$ cat config.mk
export PLATFORM = sky130hd
export DESIGN_NAME = reflet_multi_counter
export DESIGN_NICKNAME = d
export VERILOG_FILES = /design/src/rtl/reflet_multi_counter.sv
export SDC_FILE = /design/constraint.sdc
export NUM_CORES = 1
export LEC_CHECK = 0
export BUFFER_PORTS_ARGS = -buffer_cell sky130_fd_sc_hd__buf_2
export CORE_MARGIN = 1.5
export CORE_UTILIZATION = 60
export CTS_CLUSTER_SIZE = 20
export DETAILED_ROUTE_END_ITERATION = 8
export GPL_ROUTABILITY_DRIVEN = 0
export GPL_TIMING_DRIVEN = 0
export PLACE_DENSITY_LB_ADDON = 0.2
export SLEW_MARGIN = 25
export SYNTH_ARGS = -nofsm -noshare
export SYNTH_HDL_FRONTEND = slang
export SYNTH_SLANG_ARGS = --single-unit
$ cat constraint.sdc
create_clock -name clk -period 11.5 [get_ports clk]
set_clock_uncertainty 0.15 [all_clocks]
set_input_delay 2.3 -clock clk [delete_from_list [all_inputs] [get_ports clk]]
set_output_delay 2.3 -clock clk [all_outputs]
set_load 0.02 [all_outputs]
$ cat src/rtl/reflet_multi_counter.sv
// reflet_multi_counter: multi-channel programmable counter/timer.
// Every channel counts from 0 up to its own (max-1) terminal value and then
// emits a one-cycle pulse on out. The channel runs periodically, or in one-shot
// mode it returns to IDLE. A global enable gates every channel.
// Optional feature macro: REFLET_COUNTER_PRESCALER_EN. It adds one shared
// prescaler that divides the count tick by (prescale+1).
module reflet_multi_counter #(
   parameter int WIDTH    = 32,
   parameter int CHANNELS = 4
`ifdef REFLET_COUNTER_PRESCALER_EN
   ,
   parameter int PRESCALE_WIDTH = 8
`endif
) (
   input  logic                      clk,
   input  logic                      reset,
   input  logic                      enable,
   input  logic [CHANNELS-1:0]       start,
   input  logic [CHANNELS-1:0]       stop,
   input  logic [CHANNELS-1:0]       oneshot,
   input  logic [CHANNELS*WIDTH-1:0] max,
`ifdef REFLET_COUNTER_PRESCALER_EN
   input  logic [PRESCALE_WIDTH-1:0] prescale,
`endif
   output logic [CHANNELS-1:0]       out,
   output logic [CHANNELS-1:0]       busy,
   output logic [CHANNELS*WIDTH-1:0] count
);

   localparam logic [0:0]       IDLE    = 1'b0;
   localparam logic [0:0]       RUN     = 1'b1;
   localparam logic [WIDTH-1:0] CNT_ONE = WIDTH'(1'b1);

   logic tick_s;

`ifdef REFLET_COUNTER_PRESCALER_EN
   localparam logic [PRESCALE_WIDTH-1:0] PRE_ONE = PRESCALE_WIDTH'(1'b1);

   logic [PRESCALE_WIDTH-1:0] pre_cnt_r;
   logic                      pre_wrap_s;

   // The prescaler wraps when it reaches prescale; that wrap is the count tick.
   always_comb begin
      pre_wrap_s = (pre_cnt_r == prescale);
      tick_s     = enable & pre_wrap_s;
   end

   // Free-running shared prescaler. It is cleared while enable is low and start does not touch it.
   always_ff @(posedge clk) begin
      if (!reset) begin
         pre_cnt_r <= {PRESCALE_WIDTH{1'b0}};
      end else if (!enable) begin
         pre_cnt_r <= {PRESCALE_WIDTH{1'b0}};
      end else if (pre_wrap_s) begin
         pre_cnt_r <= {PRESCALE_WIDTH{1'b0}};
      end else begin
         pre_cnt_r <= pre_cnt_r + PRE_ONE;
      end
   end
`else
   // Without a prescaler, every enabled cycle is a count tick.
   always_comb begin
      tick_s = enable;
   end
`endif

   for (genvar c = 0; c < CHANNELS; c++) begin : g_ch
      logic [0:0]       state_r;
      logic [0:0]       state_nxt_s;
      logic [WIDTH-1:0] cnt_r;
      logic [WIDTH-1:0] cnt_nxt_s;
      logic [WIDTH-1:0] term_s;
      logic             at_term_s;
      logic             pulse_r;
      logic             pulse_nxt_s;
      logic             busy_r;

      // Terminal is max-1 modulo 2^WIDTH, so max=0 gives a full 2^WIDTH period.
      always_comb begin
         term_s    = max[c*WIDTH +: WIDTH] - CNT_ONE;
         at_term_s = (cnt_r == term_s);
      end

      // Next-state logic with priority start > stop > count.
      always_comb begin
         state_nxt_s = state_r;
         cnt_nxt_s   = cnt_r;
         pulse_nxt_s = 1'b0;
         if (start[c]) begin
            cnt_nxt_s   = {WIDTH{1'b0}};
            state_nxt_s = RUN;
         end else if (stop[c]) begin
            cnt_nxt_s   = {WIDTH{1'b0}};
            state_nxt_s = IDLE;
         end else begin
            case (state_r)
               IDLE: begin
                  cnt_nxt_s   = {WIDTH{1'b0}};
                  state_nxt_s = IDLE;
               end
               RUN: begin
                  if (tick_s) begin
                     if (at_term_s) begin
                        cnt_nxt_s   = {WIDTH{1'b0}};
                        pulse_nxt_s = 1'b1;
                        state_nxt_s = oneshot[c] ? IDLE : RUN;
                     end else begin
                        cnt_nxt_s   = cnt_r + CNT_ONE;
                        state_nxt_s = RUN;
                     end
                  end else begin
                     cnt_nxt_s   = cnt_r;
                     state_nxt_s = RUN;
                  end
               end
               default: begin
                  cnt_nxt_s   = {WIDTH{1'b0}};
                  state_nxt_s = IDLE;
               end
            endcase
         end
      end

      // Channel state, count, pulse and busy registers.
      always_ff @(posedge clk) begin
         if (!reset) begin
            state_r <= IDLE;
            cnt_r   <= {WIDTH{1'b0}};
            pulse_r <= 1'b0;
            busy_r  <= 1'b0;
         end else begin
            state_r <= state_nxt_s;
            cnt_r   <= cnt_nxt_s;
            pulse_r <= pulse_nxt_s;
            busy_r  <= (state_nxt_s == RUN);
         end
      end

      assign out[c]                  = pulse_r;
      assign busy[c]                 = busy_r;
      assign count[c*WIDTH +: WIDTH] = cnt_r;
   end

endmodule

==> impl_metrics.yaml, run 1 <==
critical_path:
  reg2reg_depth: 11
  setup.worst_path.start_class: "input port"
  critPathCaptureType: "flip-flop"
  cp_data_required_time_ns: 11.62
  reg2reg_to: "g_ch[1].cnt_r[21]"
  critPathBufInv: 2
  critPathKind: "input port to flip-flop"
  critPathSlowestCell: "nor4_1"
  crit_family: "simple AND/OR/NAND/NOR gates"
  critPathArrivalTime_ns: 6.56
  max_stage_delay_ns: 0.73
  worstPathCellList: "clkbuf_1 -> nor4_1 -> nand3_1 -> or3_1 -> a2111oi_0 -> o32ai_1 -> nor4_2 -> nor2_1 -> clkbuf_1 -> nand3_1 -> o311ai_0"
  cp_max_fo: 10
  r2r_start: "g_ch[1].cnt_r[10]"
  rrSetupSlack_ns: 7.53
timing:
  layout_min_cycle_time_ns: 6.44
  setup_viol: 0
  grt_setup_unrepaired: "false"
  fin_crit_sh: 0.560
  finalMaxSlewViolations: 0
  max_slew.worst_pin.slew_ns: 0.926
  worst_slack_ns: 5.06
  fmax_mhz: 155
  finalSetupTns_ns: 0
  slew_headroom: 0.377
  hold_viol_final: 0
clocking:
  ctsHoldBuffers: 0
  cts.sinks: 136
  post_cts_resized: 0
  clockBufferDepth: 2
  cts_tree: "yes"
  cts_setup_buffers: 0
  numCtsBuffers: 17
  htree_levels: 4
  root_buffer: "clkbuf_16"
  insertion_delay_ns: 0.42
  clk_pin_slew_worst_paths_ns: 0.06
route:
  wirelength_mm: 36.9
  drtPass1Iterations: 8
  num_vias: 13700
  postRouteAntennaNets: 0
  drc_errors: 0
  drt_iter0_markers: 1214
  wl_per_cell_um: 17.1
  viasPerCell: 6.34
worst_hold_path:
  min_to: "g_ch[0].cnt_r[11]"
  worstHoldPathCells: 2
  hold_start: "g_ch[0].cnt_r[11]"
  min_path_type: "flip-flop to flip-flop"
global_route:
  top_usage_layer: "met2"
  grt_max_degree: 17
  grt.overflow.total: 0
  use_met2: 0.572
  grt_pass1_vias: 12300
  track_usage: 0.350
  grtUsageMet1: 0.459
  grt_first_pass_wirelength_mm: 58.3
  antenna_found_initial: 0
  grt_use_met3: 0.0523
die:
  die_h_um: 143
  dieArea_um2: 20500
  initial_core_util: 0.609
  core_area_um2: 19300
  io_pins: 279
  die_w_um: 143
  placementRows: 51
placement:
  dpl_worst_slack_ns: 4.78
  dp.cells: 2136
  place_hpwl_mm: 28.6
  io_buffer_count: 270
final_layout:
  n_antenna_cell: 0
  area_delta_synth_final_pct: 19.0
  fillers: 1624
  fin_cells: 2166
  final_cell_mix: "277 x buf_2, 167 x nand2_1, 136 x dfxtp_1, 120 x nor2_1, 109 x nand3_1"
  drive_above_1_share: 0.191
  final_nets: 2041
  final_common_cell: "buf_2"
power_and_ir_drop:
  p_int_mw: 0.848
  power_switching_mw: 0.301
  switching_share: 0.262
  vdd_drop_max_mv: 0.103
  seq_power_share: 0.412
  power_frac_clock: 0.456
  total_power_mw: 1.15
  pwr-share-comb: 0.132
  powerDensity_nw_per_um2: 81.9
  leakage_nw: 5.26
synthesis:
  syn_area_per_cell_um2: 7.36
  synth_edf_count: 0
  synth-seq-cells: 136
  yosys_warnings: 0
  async_flop_share: 0
  postSynthCellCount: 1601
  syn_area_um2: 11800
  synthesis.nets: 1752
  yosys.cell_types.count: 77
  ys_top_cells_by_area: "dfxtp_1 23%, xor2_1 7.4%, xnor2_1 6.9%, nand2_1 5.3%, nand3_1 4.6%"
  synth_top_area_share: 0.231
  seq_area_frac_synth: 0.231
  synth_top_area_cell: "dfxtp_1"
  synth_flop_cell: "dfxtp_1"
outcome:
  outcome: "finished clean"
run:
  cap_violations: 0
-- cells in the mapped netlist, types with 6 or more instances --
cell      count
and4b_1       6
dfxtp_1     136
a211o_1       6
or4b_2        7
mux2i_1      11
nand2b_1     16
or2_2        18
buf_4         9
clkbuf_1     78
or3_1        27
a21oi_1      37
o311ai_1     11
o311ai_0     23
buf_2         7
and3_1       48
nor3b_1      11
a211oi_1      7
or4_1        31
nor2b_1      18
nand4_1      59
xnor2_1      93
ha_1          8
a22o_1        8
nor4_1       53
inv_1        39
nand2_1     167
nor4b_1       8
o211ai_1     14
o22ai_1      10
a31oi_1      29
o21ai_0      64
nand3b_1     16
and2_1       14
xor2_1      100
nand3_1     109
nor3_1       47
a21o_1        8
o31ai_1      20
nor2_1      120
and4_1        7
-- cell families after synthesis --
group	count (synthesis)	share of synthesized area
AO/OA/AOI/OAI	296	0.176
XOR/XNOR	193	0.144
adder cells (fa/ha/maj)	8	0.00850
buffers and inverters	139	0.0485
flip-flops	136	0.231
multiplexers	16	0.0141
AND/OR/NAND/NOR	813	0.378
-- worst min-delay path: stages, from the launching register on --
cell and delay [ns]:
dfxtp_1 0.34, inv_1 0.08, o22ai_1 0.06
-- power by group through the flow --
stage	sequential (mW)	clock, mW	combinational (mW)
floorplan	0.483	0	0.0849
global placement	0.484	0	0.144
detailed placement	0.484	0	0.148
CTS	0.473	0.525	0.149
global route	0.473	0.548	0.166
finish	0.473	0.524	0.151
-- how the worst max path moves through the flow --
stage,from,endpoint,slack [ns],depth (start not counted)
after detailed placement,max[100],g_ch[3].cnt_r[16],4.78,11
after global routing,max[98],g_ch[3].cnt_r[16],4.71,11
after floorplan,max[83],g_ch[2].cnt_r[8],5.74,10
after global placement,max[100],g_ch[3].cnt_r[16],4.81,11
final,max[98],g_ch[3].cnt_r[16],5.06,11
after CTS,max[100],g_ch[3].cnt_r[16],5.17,11
-- final cells by class --
type	instances	area (um2)	area share
Timing Repair Buffer	270	1350	0.0964
Tap cell	265	332	0.0236
Buffer	100	425	0.0303
Clock buffer	17	425	0.0303
Multi-Input combinational cell	1326	8480	0.605
Sequential cell	136	2720	0.194
Inverter	39	146	0.0104
Clock inverter	13	134	0.00955
-- state kept, by name, indices dropped and copies added (netlist names) --
register	flops
g_ch.pulse_r	4
g_ch.cnt_r	128
g_ch.busy_r	4
-- layer usage --
metal | share of wire | up-vias
met5 | 0 | -
met4 | 0.031 | 0
met3 | 0.086 | 102
met2 | 0.46 | 686
met1 | 0.42 | 6392
li1 | - | 6551
-- metrics by stage --
stage                     instance area [um2]   util  hold slack (ns)
after floorplan                         11800      -            0.428
after global placement                  13500  0.696            0.359
after detailed placement                13500  0.696            0.362
after CTS                               14000  0.725            0.372
after global routing                    14000  0.725            0.419
final                                   14000  0.725            0.376
Note: power is estimated with default switching activity, not from simulation.
==> run 2, diff against run 1 <==
Settings changed: CORE_UTILIZATION 60 to 50.
Clock period 11.5 ns to 5.8 ns, I/O delays scaled along.
==> run 2 against run 1 <==
Against the previous run:
- critical path depth increased by 2
- count of clock-buffer cells in the layout is 4 higher
- die area increased by 20%
- global-route usage is 5.4 points lower
- register-to-register slack worse by 5.7 ns
- sequential share of layout area shrank 0.11 points
- worst setup slack worse by 4.5 ns
- worst hold slack improved by 0.0059 ns
- power is 100% higher
- combinational power grew 99%
- non-clock buffer count stayed put
- flip-flop and latch count stayed put
- critical endpoint is now g_ch[3].cnt_r[6]
==> impl_metrics.yaml, run 2 (synthesis gave the netlist of run 1 again) <==
route:
  wl_per_cell_um: 16.9
  drtPass1Iterations: 5
  drc_errors: 0
  drt_iter0_markers: 1185
  num_vias: 13500
  wirelength_mm: 37.4
  viasPerCell: 6.08
  postRouteAntennaNets: 0
critical_path:
  critPathKind: "input port to flip-flop"
  max_stage_delay_ns: 0.78
  critPathBufInv: 4
  cp_data_required_time_ns: 5.93
  worstPathCellList: "buf_2 -> clkbuf_1 -> nor4_1 -> nand2_1 -> clkbuf_1 -> o41ai_1 -> o311ai_0 -> nand4bb_1 -> nor4_2 -> nor2_1 -> clkbuf_1 -> nand3_1 -> o311ai_0"
  critPathArrivalTime_ns: 5.34
  crit_family: "simple AND/OR/NAND/NOR gates"
  critPathCaptureType: "flip-flop"
  setup.worst_path.start_class: "input port"
  cp_max_fo: 10
  crit_path_frequent_cell: "clkbuf_1"
  critPathSlowestCell: "nor4_1"
global_route:
  antenna_found_initial: 3
  grt_use_met3: 0.0551
  top_usage_layer: "met2"
  grt_pass1_vias: 11800
  grt.overflow.total: 0
  grt_first_pass_wirelength_mm: 59.1
  grt_max_degree: 17
  use_met2: 0.481
  grtUsageMet1: 0.394
  track_usage: 0.296
final_layout:
  area_delta_synth_final_pct: 19.7
  final_core_util: 0.617
  final_cell_mix: "277 x buf_2, 167 x nand2_1, 136 x dfxtp_1, 120 x nor2_1, 109 x nand3_1"
  final_cell_area_um2: 14100
  fin_cells: 2217
  final_nets: 2041
  largest_reg_flops: 128
  top_register: "g_ch.cnt_r"
  drive_above_1_share: 0.191
  fillers: 2115
  final_common_cell: "buf_2"
  largest_registers: "g_ch.cnt_r: 128 flops, g_ch.busy_r: 4 flops, g_ch.pulse_r: 4 flops"
timing:
  finalMaxSlewViolations: 0
  fmax_mhz: 192
  setup_viol: 0
  layout_min_cycle_time_ns: 5.21
  max_slew.worst_pin.slew_ns: 0.944
  finalSetupTns_ns: 0
  hold_viol_final: 0
  fin_crit_sh: 0.898
  slew_headroom: 0.371
  grt_setup_unrepaired: "false"
  whs_ns: 0.382
clocking:
  post_cts_resized: 0
  root_buffer: "clkbuf_16"
  cts.sinks: 136
  insertion_delay_ns: 0.42
  cts_tree: "yes"
  numCtsBuffers: 17
  ctsHoldBuffers: 0
  clockBufferDepth: 2
  cts_setup_buffers: 0
  clk_pin_slew_worst_paths_ns: 0.06
  htree_levels: 4
outcome:
  outcome: "finished clean"
die:
  core_area_um2: 22800
  die_w_um: 156
  dieArea_um2: 24500
  die_h_um: 156
  placementRows: 55
  io_pins: 279
  initial_core_util: 0.516
power_and_ir_drop:
  vdd_drop_max_mv: 0.166
  powerDensity_nw_per_um2: 164
  leakage_nw: 5.26
run:
  cap_violations: 0
placement:
  dp.cells: 2184
  dpl-instance-area_um2: 13500
  io_buffer_count: 270
  place_hpwl_mm: 29.1
worst_hold_path:
  min_path_type: "flip-flop to flip-flop"
==> run 2: cell count changes in the layout (fill, tap and decap cells not counted) <==
| cell | delta |
|---|---|
| clkinvlp_4 | -1 |
| clkinv_2 | -2 |
| clkbuf_8 | +1 |
| clkinv_4 | +1 |
| diode_2 | +1 |
| clkbuf_1 | +3 |
==> run 2: cell type report <==
class                           count  area, um2  area share
Buffer                            100        425      0.0302
Sequential cell                   136       2720       0.193
Clock buffer                       21        450      0.0319
Clock inverter                     11        125     0.00887
Timing Repair Buffer              270       1350      0.0958
Inverter                           39        146      0.0104
Antenna cell                        1       2.50    0.000177
Tap cell                          313        392      0.0278
Multi-Input combinational cell   1326       8480       0.602
==> run 2: worst register-to-register path: stages, from the launching register on <==
cell	delay, ns
dfxtp_1	0.33
clkbuf_1	0.29
xor2_1	0.31
xnor2_1	0.16
nand2_1	0.06
o21ai_0	0.33
nand4bb_1	0.14
a2111oi_0	0.47
nand4_1	0.46
o21ai_1	0.59
clkbuf_1	0.42
nor2_1	0.10
==> run 2: metal layers <==
layer  vias up  wire (um)
li1       6556          -
met1      6290      16800
met2       560      17100
met3        59       2670
met4         4        826
met5         -         32
==> run 2: per-stage QoR <==
step	worst slack [ns]	power [mW]
after floorplan	1.18	1.13
after global placement	0.300	1.25
after detailed placement	0.261	1.25
after CTS	0.724	2.31
after global routing	0.272	2.39
final	0.593	2.31
==> run 2: power by group <==
part | switching [mW] | internal [mW]
Sequential | 0.00187 | 0.936
Combinational | 0.179 | 0.122
Clock | 0.426 | 0.644
==> run 2: worst paths after layout <==
kind                                        start                 to  slack [ns]  cells past startpoint
worst max-delay path                     max[106]   g_ch[3].cnt_r[6]        0.59                     13
worst min register to register  g_ch[0].cnt_r[11]  g_ch[0].cnt_r[11]        0.38                      2
worst min-delay path            g_ch[0].cnt_r[11]  g_ch[0].cnt_r[11]        0.38                      2
worst max register to register  g_ch[1].cnt_r[10]  g_ch[1].cnt_r[21]        1.86                     11
==> run 3, diff against run 2 <==
Settings changed: CORE_ASPECT_RATIO from default to 1.5.
==> run 3 against run 2 <==
Against the previous run:
- die area is essentially flat
- largest power group unchanged
- non-clock buffer count did not move
- global-route usage is 0.73 points higher
==> impl_metrics.yaml, run 3 (synthesis gave the netlist of run 1 again) <==
critical_path:
  cp_max_fo: 10
  cp_data_required_time_ns: 5.93
  critPathBufInv: 2
  critPathCaptureType: "flip-flop"
  crit_family: "simple AND/OR/NAND/NOR gates"
  critPathSlowestCell: "nor4_2"
  r2r_start: "g_ch[1].cnt_r[10]"
  worstPathCellList: "clkbuf_1 -> nor4_2 -> nand3_1 -> or3_1 -> a2111oi_0 -> o32ai_1 -> nor4_2 -> nor2_1 -> clkbuf_1 -> nand3_1 -> o311ai_0"
  setup.worst_path.start_class: "input port"
  critPathKind: "input port to flip-flop"
  max_stage_delay_ns: 0.80
  critPathArrivalTime_ns: 5.46
  reg2reg_to: "g_ch[1].cnt_r[5]"
  reg2reg_depth: 11
  worstSetupPathDepth: 11
  rrSetupSlack_ns: 1.87
power_and_ir_drop:
  powerDensity_nw_per_um2: 164
  leakage_nw: 5.26
  vdd_drop_max_mv: 0.192
global_route:
  track_usage: 0.303
  grt_max_degree: 17
  antenna_found_initial: 0
  grt_first_pass_wirelength_mm: 60.3
  grt_pass1_vias: 12600
  grt.overflow.total: 0
die:
  die_h_um: 191
  io_pins: 279
  dieArea_um2: 24500
  die_w_um: 128
  initial_core_util: 0.511
  placementRows: 68
  core_area_um2: 23100
route:
  viasPerCell: 6.11
  drtPass1Iterations: 5
  postRouteAntennaNets: 0
  wirelength_mm: 38.6
  num_vias: 13600
  wl_per_cell_um: 17.4
  drc_errors: 0
  drt_iter0_markers: 702
clocking:
  cts_tree: "yes"
  cts_setup_buffers: 0
  clk_pin_slew_worst_paths_ns: 0.06
  ctsHoldBuffers: 0
  numCtsBuffers: 17
  insertion_delay_ns: 0.43
  root_buffer: "clkbuf_16"
  clockBufferDepth: 2
  post_cts_resized: 0
  htree_levels: 4
  cts.sinks: 136
timing:
  finalMaxSlewViolations: 0
  setup_viol: 0
  max_slew.worst_pin.slew_ns: 0.899
  finalSetupTns_ns: 0
  whs_ns: 0.362
  layout_min_cycle_time_ns: 5.33
  fin_crit_sh: 0.919
  slew_headroom: 0.395
  grt_setup_unrepaired: "false"
  hold_viol_final: 0
  fmax_mhz: 188
worst_hold_path:
  min_to: "g_ch[3].cnt_r[31]"
  worstHoldPathCells: 2
  min_path_type: "flip-flop to flip-flop"
  hold_start: "g_ch[3].cnt_r[31]"
final_layout:
  largest_reg_flops: 128
  final_common_cell: "buf_2"
  area_delta_synth_final_pct: 19.8
  final_cell_mix: "277 x buf_2, 167 x nand2_1, 136 x dfxtp_1, 120 x nor2_1, 109 x nand3_1"
  top_register: "g_ch.cnt_r"
  final_nets: 2041
  fin_cells: 2219
  largest_registers: "g_ch.cnt_r: 128 flops, g_ch.busy_r: 4 flops, g_ch.pulse_r: 4 flops"
  drive_above_1_share: 0.192
outcome:
  outcome: "finished clean"
placement:
  dp.cells: 2186
  io_buffer_count: 270
  place_hpwl_mm: 30.3
run:
  cap_violations: 0
[run 3: through the flow]
step | power (mW) | util | instance area [um2] | worst slack, ns
floorplan | 1.13 | - | 11800 | 1.18
global placement | 1.25 | 0.587 | 13500 | 0.194
detailed placement | 1.26 | 0.587 | 13500 | 0.0877
CTS | 2.33 | 0.612 | 14100 | 0.550
global route | 2.40 | 0.612 | 14100 | 0.157
finish | 2.32 | 0.612 | 14100 | 0.470
[run 3: how the worst max path moves through the flow]
stage / from / end / slack (ns)
after global placement: max[100] / g_ch[3].cnt_r[29] / 0.19
after CTS: max[100] / g_ch[3].cnt_r[29] / 0.55
after floorplan: max[83] / g_ch[2].cnt_r[8] / 1.18
after global routing: max[100] / g_ch[3].cnt_r[19] / 0.16
final: max[100] / g_ch[3].cnt_r[29] / 0.47
after detailed placement: max[100] / g_ch[3].cnt_r[22] / 0.09
[run 3: layout make-up]
| type | count | area (um2) |
|---|---|---|
| repair buffers | 270 | 1350 |
| clock inverters | 15 | 154 |
| multi-input cells | 1326 | 8480 |
| inverters | 39 | 146 |
| well taps | 315 | 394 |
| fillers | 2238 | 8950 |
| plain buffers | 100 | 425 |
| clock buffers | 17 | 425 |
| flip-flops and latches | 136 | 2720 |
| diodes | 1 | 2.50 |
[run 3: power breakdown]
part,switching (mW),internal [mW]
Clock,0.470,0.606
Sequential,0.00179,0.936
Combinational,0.181,0.122
[run 3: layer usage]
layer | vias up | track usage | share of wire
met3 | 149 | 0.0484 | 0.057
met1 | 6347 | 0.338 | 0.39
li1 | 6548 | - | -
met5 | - | 0 | 0
met2 | 511 | 0.538 | 0.50
met4 | 0 | 0.180 | 0.056
[run 3: worst min-delay path, stage by stage, from the launching register on]
cell	delay (ns)
dfxtp_1	0.34
nand2_1	0.06
o21ai_0	0.06
